<file path="config.mk">
export PLATFORM = sky130hd
export DESIGN_NAME = motor_channel_array_flat
export DESIGN_NICKNAME = d
export VERILOG_FILES = /design/src/rtl/motor_pkg.sv /design/src/rtl/motor_channel_array_if.sv /design/src/rtl/quad_decoder_ch.sv /design/src/rtl/motor_channel_array.sv /design/src/flat_wrapper.sv
export SDC_FILE = /design/constraint.sdc
export NUM_CORES = 1
export LEC_CHECK = 0
export BUFFER_PORTS_ARGS = -buffer_cell sky130_fd_sc_hd__buf_2
export CAP_MARGIN = 40
export CORE_ASPECT_RATIO = 2
export CORE_MARGIN = 5
export CORE_UTILIZATION = 30
export CTS_CLUSTER_DIAMETER = 80
export DETAILED_ROUTE_END_ITERATION = 16
export PLACE_DENSITY = 0.43
export SYNTH_ARGS = -nofsm -noshare
export SYNTH_HDL_FRONTEND = slang
export SYNTH_SLANG_ARGS = --single-unit
</file>
<file path="constraint.sdc">
create_clock -name clk_sys -period 11.2 [get_ports clk_sys]
set_clock_uncertainty 0.2 [all_clocks]
set_input_delay 0 -clock clk_sys [delete_from_list [all_inputs] [get_ports clk_sys]]
set_output_delay 0 -clock clk_sys [all_outputs]
set_load 0.02 [all_outputs]
</file>
<file path="src/rtl/motor_pkg.sv">
// Shared definitions for the motor channel array.
// - step_e      : result of one quadrature decode (none / forward / reverse / illegal)
// - GRAY_SEQ    : forward AB order 00 -> 01 -> 11 -> 10 -> 00 ({A,B}, A is the MSB)
// - decode_step : classify a {prev,cur} AB pair
// - sat_step    : apply a step to a signed count, clamping at the w-bit signed limits
package motor_pkg;

  typedef enum logic [1:0] {
    STEP_NONE = 2'd0,
    STEP_FWD  = 2'd1,
    STEP_REV  = 2'd2,
    STEP_ERR  = 2'd3
  } step_e;

  localparam logic [1:0] GRAY_SEQ [4] = '{2'b00, 2'b01, 2'b11, 2'b10};

  function automatic step_e decode_step(input logic [1:0] prev, input logic [1:0] cur);
    step_e      s;
    logic [1:0] idx;
    logic [1:0] nxt;
    s = STEP_NONE;
    if ((prev ^ cur) == 2'b11) begin
      s = STEP_ERR;
    end else if (prev != cur) begin
      for (int i = 0; i < 4; i++) begin
        idx = 2'(i);
        nxt = idx + 2'd1;  // wraps 3 -> 0, closing the gray cycle
        if (GRAY_SEQ[idx] == prev) begin
          s = (GRAY_SEQ[nxt] == cur) ? STEP_FWD : STEP_REV;
        end
      end
    end
    return s;
  endfunction

  function automatic logic signed [31:0] sat_step(input logic signed [31:0] acc,
                                                  input step_e               s,
                                                  input int unsigned         w);
    logic signed [31:0] hi;
    logic signed [31:0] lo;
    logic signed [31:0] r;
    hi = signed'(32'd1 << (w - 1)) - 32'sd1;
    lo = -hi - 32'sd1;
    r  = acc;
    if (s == STEP_FWD && acc < hi) begin
      r = acc + 32'sd1;
    end else if (s == STEP_REV && acc > lo) begin
      r = acc - 32'sd1;
    end
    return r;
  endfunction

endpackage

</file>
<file path="src/rtl/motor_channel_array_if.sv">
// Controller-side bus of the motor channel array.
// - duty_we/duty_sel/duty_data : duty shadow register write
// - rd_sel/rd_count            : snapshot read mux (signed count)
// - sample_valid               : one-cycle pulse after every snapshot update
// - err_clr                    : clears all sticky encoder error flags
interface motor_channel_array_if #(
  parameter int unsigned NCH   = 4,
  parameter int unsigned CNT_W = 8,
  parameter int unsigned PWM_W = 8
);
  localparam int unsigned CH_W = (NCH > 1) ? $clog2(NCH) : 1;

  logic                    duty_we;
  logic [CH_W-1:0]         duty_sel;
  logic [PWM_W-1:0]        duty_data;
  logic [CH_W-1:0]         rd_sel;
  logic signed [CNT_W-1:0] rd_count;
  logic                    sample_valid;
  logic                    err_clr;

  modport master (
    output duty_we, duty_sel, duty_data, rd_sel, err_clr,
    input  rd_count, sample_valid
  );

  modport slave (
    input  duty_we, duty_sel, duty_data, rd_sel, err_clr,
    output rd_count, sample_valid
  );
endinterface

</file>
<file path="src/rtl/quad_decoder_ch.sv">
// One encoder channel: 2-FF synchroniser per pin, history register, quadrature decode,
// saturating window accumulator, snapshot on sample tick, direction and sticky error.
// Ports:
//   clk_sys, rst     : clock, asynchronous active-high reset
//   enc_a, enc_b     : raw encoder pins (asynchronous)
//   tick             : last cycle of the sample window
//   err_clr          : clear enc_err (an illegal step in the same cycle wins)
//   snapshot         : signed count of the last closed window
//   dir              : 1 = last valid step was forward
//   enc_err          : sticky illegal-transition flag
module quad_decoder_ch
  import motor_pkg::*;
#(
  parameter int unsigned CNT_W = 8
) (
  input  logic                    clk_sys,
  input  logic                    rst,
  input  logic                    enc_a,
  input  logic                    enc_b,
  input  logic                    tick,
  input  logic                    err_clr,
  output logic signed [CNT_W-1:0] snapshot,
  output logic                    dir,
  output logic                    enc_err
);

  logic [1:0]              sync1_q, sync2_q, hist_q;
  logic signed [CNT_W-1:0] acc_q, acc_d, acc_next;
  logic signed [CNT_W-1:0] snap_q, snap_d;
  logic                    dir_q, dir_d;
  logic                    err_q, err_d;
  step_e                   step;

  always_comb begin
    step     = decode_step(hist_q, sync2_q);
    acc_next = CNT_W'(sat_step(32'(acc_q), step, CNT_W));
    // A step landing in the tick cycle belongs to the window being closed.
    acc_d    = tick ? '0 : acc_next;
    snap_d   = tick ? acc_next : snap_q;
    dir_d    = dir_q;
    if (step == STEP_FWD) begin
      dir_d = 1'b1;
    end else if (step == STEP_REV) begin
      dir_d = 1'b0;
    end
    err_d = (step == STEP_ERR) | (err_q & ~err_clr);
  end

  always_ff @(posedge clk_sys or posedge rst) begin
    if (rst) begin
      sync1_q <= '0;
      sync2_q <= '0;
      hist_q  <= '0;
      acc_q   <= '0;
      snap_q  <= '0;
      dir_q   <= 1'b0;
      err_q   <= 1'b0;
    end else begin
      sync1_q <= {enc_a, enc_b};
      sync2_q <= sync1_q;
      hist_q  <= sync2_q;
      acc_q   <= acc_d;
      snap_q  <= snap_d;
      dir_q   <= dir_d;
      err_q   <= err_d;
    end
  end

  assign snapshot = snap_q;
  assign dir      = dir_q;
  assign enc_err  = err_q;

endmodule

</file>
<file path="src/rtl/motor_channel_array.sv">
// N-channel motor I/O block: per-channel quadrature decode with windowed signed counts,
// plus per-channel PWM with duty changes applied only at the period wrap.
// Ports:
//   clk_sys, rst : only clock; asynchronous active-high reset
//   enc_a, enc_b : encoder pins per channel
//   dir, enc_err : per-channel direction and sticky illegal-transition flag
//   pwm          : per-channel PWM outputs (registered)
//   bus          : controller bus (duty write, snapshot read, sample_valid, err_clr)
module motor_channel_array
  import motor_pkg::*;
#(
  parameter int unsigned NCH        = 4,
  parameter int unsigned CNT_W      = 8,
  parameter int unsigned PWM_W      = 8,
  parameter int unsigned SAMPLE_DIV = 50000,
  parameter int unsigned PWM_DIV    = 4
) (
  input  logic                clk_sys,
  input  logic                rst,
  input  logic [NCH-1:0]      enc_a,
  input  logic [NCH-1:0]      enc_b,
  output logic [NCH-1:0]      dir,
  output logic [NCH-1:0]      enc_err,
  output logic [NCH-1:0]      pwm,
  motor_channel_array_if.slave bus
);

  localparam int unsigned SMP_W  = $clog2(SAMPLE_DIV);
  localparam int unsigned PRE_W  = (PWM_DIV > 1) ? $clog2(PWM_DIV) : 1;
  localparam int unsigned PC_MAX = (2 ** PWM_W) - 2;

  logic [SMP_W-1:0]        smp_q, smp_d;
  logic                    tick;
  logic                    sv_q;
  logic [PRE_W-1:0]        pre_q, pre_d;
  logic                    ptick;
  logic [PWM_W-1:0]        pc_q, pc_d;
  logic                    wrap;
  logic [PWM_W-1:0]        shadow_q [NCH];
  logic [PWM_W-1:0]        shadow_d [NCH];
  logic [PWM_W-1:0]        active_q [NCH];
  logic [PWM_W-1:0]        active_d [NCH];
  logic [NCH-1:0]          pwm_q, pwm_d;
  logic signed [CNT_W-1:0] snap [NCH];

  // Shared clock enables and counters.
  always_comb begin
    tick  = (smp_q == SMP_W'(SAMPLE_DIV - 1));
    smp_d = tick ? '0 : smp_q + SMP_W'(1);
    ptick = (pre_q == PRE_W'(PWM_DIV - 1));
    pre_d = ptick ? '0 : pre_q + PRE_W'(1);
    wrap  = ptick && (pc_q == PWM_W'(PC_MAX));
    pc_d  = pc_q;
    if (ptick) begin
      pc_d = wrap ? '0 : pc_q + PWM_W'(1);
    end
  end

  // Duty shadow/active and PWM compare. The active copy only moves at the wrap, so a
  // write during the wrap cycle lands in the shadow and waits a full period.
  always_comb begin
    for (int i = 0; i < NCH; i++) begin
      shadow_d[i] = shadow_q[i];
      active_d[i] = wrap ? shadow_q[i] : active_q[i];
      pwm_d[i]    = (pc_q < active_q[i]);
    end
    if (bus.duty_we && (32'(bus.duty_sel) < NCH)) begin
      shadow_d[bus.duty_sel] = bus.duty_data;
    end
  end

  always_ff @(posedge clk_sys or posedge rst) begin
    if (rst) begin
      smp_q <= '0;
      sv_q  <= 1'b0;
      pre_q <= '0;
      pc_q  <= '0;
      pwm_q <= '0;
      for (int i = 0; i < NCH; i++) begin
        shadow_q[i] <= '0;
        active_q[i] <= '0;
      end
    end else begin
      smp_q <= smp_d;
      sv_q  <= tick;
      pre_q <= pre_d;
      pc_q  <= pc_d;
      pwm_q <= pwm_d;
      for (int i = 0; i < NCH; i++) begin
        shadow_q[i] <= shadow_d[i];
        active_q[i] <= active_d[i];
      end
    end
  end

  for (genvar g = 0; g < NCH; g++) begin : g_ch
    quad_decoder_ch #(
      .CNT_W(CNT_W)
    ) u_dec (
      .clk_sys  (clk_sys),
      .rst      (rst),
      .enc_a    (enc_a[g]),
      .enc_b    (enc_b[g]),
      .tick     (tick),
      .err_clr  (bus.err_clr),
      .snapshot (snap[g]),
      .dir      (dir[g]),
      .enc_err  (enc_err[g])
    );
  end

  always_comb begin
    bus.rd_count = '0;
    if (32'(bus.rd_sel) < NCH) begin
      bus.rd_count = snap[bus.rd_sel];
    end
  end

  assign bus.sample_valid = sv_q;
  assign pwm              = pwm_q;

endmodule

</file>
<file path="src/flat_wrapper.sv">
// flat-port wrapper written by rule: the top's interface ports become plain ports
module motor_channel_array_flat import motor_pkg::*;
#(
  parameter int unsigned NCH        = 4,
  parameter int unsigned CNT_W      = 8,
  parameter int unsigned PWM_W      = 8,
  parameter int unsigned SAMPLE_DIV = 50000,
  parameter int unsigned PWM_DIV    = 4
)
  (clk_sys, rst, enc_a, enc_b, dir, enc_err, pwm, bus_duty_we, bus_duty_sel, bus_duty_data, bus_rd_sel, bus_err_clr, bus_rd_count, bus_sample_valid);
  motor_channel_array_if #(.NCH(NCH), .CNT_W(CNT_W), .PWM_W(PWM_W)) bus_i ();
  input  logic clk_sys;
  input  logic rst;
  input  logic [NCH-1:0] enc_a;
  input  logic [NCH-1:0] enc_b;
  output logic [NCH-1:0] dir;
  output logic [NCH-1:0] enc_err;
  output logic [NCH-1:0] pwm;
  input wire logic [$bits(bus_i.duty_we)-1:0] bus_duty_we;
  input wire logic [$bits(bus_i.duty_sel)-1:0] bus_duty_sel;
  input wire logic [$bits(bus_i.duty_data)-1:0] bus_duty_data;
  input wire logic [$bits(bus_i.rd_sel)-1:0] bus_rd_sel;
  input wire logic [$bits(bus_i.err_clr)-1:0] bus_err_clr;
  output wire logic [$bits(bus_i.rd_count)-1:0] bus_rd_count;
  output wire logic [$bits(bus_i.sample_valid)-1:0] bus_sample_valid;
  assign bus_i.duty_we = bus_duty_we;
  assign bus_i.duty_sel = bus_duty_sel;
  assign bus_i.duty_data = bus_duty_data;
  assign bus_i.rd_sel = bus_rd_sel;
  assign bus_i.err_clr = bus_err_clr;
  assign bus_rd_count = bus_i.rd_count;
  assign bus_sample_valid = bus_i.sample_valid;
  motor_channel_array #(.NCH(NCH), .CNT_W(CNT_W), .PWM_W(PWM_W), .SAMPLE_DIV(SAMPLE_DIV), .PWM_DIV(PWM_DIV)) u_core (.clk_sys(clk_sys), .rst(rst), .enc_a(enc_a), .enc_b(enc_b), .dir(dir), .enc_err(enc_err), .pwm(pwm), .bus(bus_i));
endmodule
</file>
==> impl_metrics.yaml <==
sta:
  slew_headroom: 0.530
  whs_ns: 0.0849
  fmax_mhz: 335
  fin_crit_ns: 2.99
  min_period_over_period: 0.267
  tns_ns: 0
  hold_viol_final: 0
  worst_slack_ns: 8.21
  rsz0062_at_grt: "false"
  finalSetupViolCount: 0
  drv_slew: 0
  tightest_slew_ns: 0.703
global_route:
  grt_util_met3: 0.0307
  track_usage: 0.131
  gr-max-usage-layer: "met2"
  grt_pass1_wl_um: 35400
  grt_pass1_vias: 6726
  use_met1: 0.131
  antenna_found_initial: 0
  grt_use_met2: 0.259
  grt-ovfl-total: 0
  grt_max_degree: 111
synth:
  async_reset_ff_frac: 1.00
  yosys_warnings: 0
  yosysTopAreaCellShare: 0.514
  synth_edf_count: 0
  avgSynthCellArea_um2: 10.5
  syn-instance-count: 882
  synth_ff_type: "dfrtp_1"
  synth_nets: 962
  syn-cell-area_um2: 9290
  synthTopCellsByArea: "dfrtp_1 (51%), ha_1 (7.5%), mux2_2 (5.1%), nand2_1 (4.4%), o21ai_0 (4.3%)"
  ys_types: 60
  seq_area_frac_synth: 0.514
  synth_top_cell_by_area: "dfrtp_1"
  synth_seq_cells: 191
worst_setup_path:
  crit_slowest_cell: "inv_1"
  critPathLaunchType: "flop"
  cp_max_fo: 53
  path_cells: "nor4_1 > nand4_1 > nor3_1 > nand2_2 > buf_12 > inv_1 > buf_4 > nor2_1"
  reg2reg_from: "u_core.smp_q[13]$_DFF_PP0_"
  worst_r2r_endpoint: "u_core.g_ch[3].u_dec.acc_q[2]$_DFF_PP0_"
  cp.buffers_inverters: 3
  ff2ff_setup_slack_ns: 8.21
  ff2ff_path_depth: 8
  crit_family: "buffers and inverters"
  arrival_ns: 3.10
  required_ns: 11.31
  critical_path_class: "flop to flop"
  cpPeakStageDelay_ns: 0.47
  crit_path_end_kind: "flop"
power_and_ir_drop:
  netSwitchingFraction: 0.319
  ir_worst_vdd_mv: 0.126
  combPwrFrac: 0.200
  intPower_uw: 1290
  p_clk_frac: 0.324
  switching_power_uw: 603
  seqPwrFrac: 0.476
  p_leak_uw: 0.00481
  power.density_nw_per_um2: 175
die:
  num_rows: 91
  die_w_um: 134
  core_region_area_um2: 30700
  die_area_um2: 34800
  ios: 45
  fp.dieH_um: 259
  initial_core_util: 0.302
detailed_routing:
  firstDrtPassIters: 5
  post_drt_via_cell_ratio: 4.83
  drc_errors: 0
  via_count: 6417
  routed_wl_um: 21400
  avgRoutedWirePerCell_um: 16.1
  drtIter0Drc: 285
  ant_nets: 0
cts:
  numCtsBuffers: 17
  clock_sinks: 191
  h-tree-depth: 4
  clkTransAtPathRegs_ns: 0.07
  cts_root_buffer: "clkbuf_16"
  cts_setup_buffers: 0
  worstSkewPairLatency_ns: 0.44
  cts_tree: "done"
  cts.path.max_buffers: 2
placed_design:
  placed_cells: 1267
  place.gp.congestion: 0.827
  dp_slack_ns: 8.22
  hpwlAfterDp_um: 15800
  port_buffers: 44
final_layout:
  final_cell_mix: "dfrtp_1 (191), nand2_1 (107), o21ai_0 (79)"
  drive_gt1_frac: 0.150
  multiInputGateArea_um2: 4140
  fin_cells: 1328
  final_common_cell: "dfrtp_1"
  syn2layout_area_growth_pct: 16.3
  regArea_um2: 4780
  layout.nets: 1024
  antenna_cells: 0
  num-fill-cells: 3127
run:
  maxCapViolCount: 0
hold_path:
  min_from: "bus_duty_sel[0]"
  hold_class: "primary input to flop"
  hold_end: "u_core.shadow_q[6]$_DFFE_PP0P_"
  holdPathStages: 3
status:
  status: "finished, final reports clean"
-- layout make-up --
cell class	count	area share
sequential	191	0.442
tap	372	0.0431
clock inverter	8	0.00985
multi-input combinational	600	0.383
timing repair buffer	81	0.0583
inverter	53	0.0191
clock buffer	23	0.0442
-- metrics by stage --
step	utilization	cell area, um^2	power (uW)
6_report	0.351	10800	1890
3_5_place_dp	0.323	9920	1290
4_1_cts	0.351	10800	1930
5_1_grt	0.351	10800	2010
3_3_place_gp	0.320	9830	1280
2_1_floorplan	-	9290	1170
-- how the worst max path moves through the flow --
stage | start | endpoint | slack (ns) | depth (start not counted)
global route | u_core.smp_q[13]$_DFF_PP0_ | u_core.g_ch[3].u_dec.acc_q[2]$_DFF_PP0_ | 7.94 | 8
detailed placement | u_core.smp_q[13]$_DFF_PP0_ | u_core.g_ch[0].u_dec.acc_q[6]$_DFF_PP0_ | 8.22 | 8
finish | u_core.smp_q[13]$_DFF_PP0_ | u_core.g_ch[3].u_dec.acc_q[2]$_DFF_PP0_ | 8.21 | 8
global placement | u_core.smp_q[13]$_DFF_PP0_ | u_core.g_ch[0].u_dec.acc_q[6]$_DFF_PP0_ | 7.78 | 7
floorplan | rst | u_core.active_q[0]$_DFFE_PP0P_ | 5.80 | 1
CTS | u_core.smp_q[13]$_DFF_PP0_ | u_core.g_ch[3].u_dec.acc_q[2]$_DFF_PP0_ | 8.19 | 8
-- cell families after synthesis --
| kind of cell | Yosys count | synth area share |
|---|---|---|
| flops | 191 | 0.514 |
| compound gates | 167 | 0.113 |
| mux | 54 | 0.0746 |
| buf+inv | 91 | 0.0415 |
| simple gates | 282 | 0.142 |
| xor+xnor | 41 | 0.0386 |
| fa+ha+maj | 56 | 0.0754 |
-- flip-flops by register name, summed over array words and instances, names as in the netlist --
name / cells
u_core.g_ch.u_dec.acc_q: 32
u_core.shadow_q: 32
u_core.g_ch.u_dec.hist_q: 8
u_core.smp_q: 16
u_core.g_ch.u_dec.snapshot: 32
u_core.g_ch.u_dec.sync1_q: 8
u_core.bus.sample_valid: 1
u_core.g_ch.u_dec.sync2_q: 8
u_core.g_ch.u_dec.enc_err: 4
u_core.active_q: 32
u_core.pc_q: 8
u_core.g_ch.u_dec.dir: 4
u_core.pwm: 4
u_core.pre_q: 2
-- routing by layer --
metal	up-vias	wire, um	share of wire
met5	-	0	0
met4	0	495	0.023
met3	30	555	0.026
met2	71	12600	0.59
met1	3154	7780	0.36
li1	3162	-	-
-- cell usage after synthesis, drive strengths merged, types with 3 or more instances --
cell,number
o21a,9
o31ai,9
inv,53
clkbuf,20
and2,3
dfrtp,191
xnor2,27
o22ai,6
ha,56
mux2i,4
nand3,26
nand3b,3
nor2b,5
nor4,6
or4,3
nor2,67
or3,8
nand4,13
xor2,14
nand2b,10
o41ai,3
nor3,14
a2111oi,4
o21ai,91
a21oi,15
mux2,42
o211ai,5
mux4,8
buf,18
and3,7
nand2,109
a21o,15
-- worst min-delay path, stage by stage --
cell and delay (ns):
buf_2 0.12, nand3_1 0.34, mux2_2 0.23
-- power groups by stage --
| stage | logic (uW) | clock network, uW | registers (uW) |
|---|---|---|---|
| after floorplan | 315 | 0 | 854 |
| after global placement | 374 | 0 | 911 |
| after detailed placement | 381 | 0 | 909 |
| after CTS | 391 | 639 | 898 |
| after global routing | 431 | 666 | 914 |
| final | 379 | 611 | 899 |
-- timing repair --
item / 4_1_cts / 5_1_grt
hold buffers: 30 / 0
gates resized for setup: 0 / 0
hold endpoints to repair: 165 / 0
No activity file was read; power rests on OpenSTA's default activity.
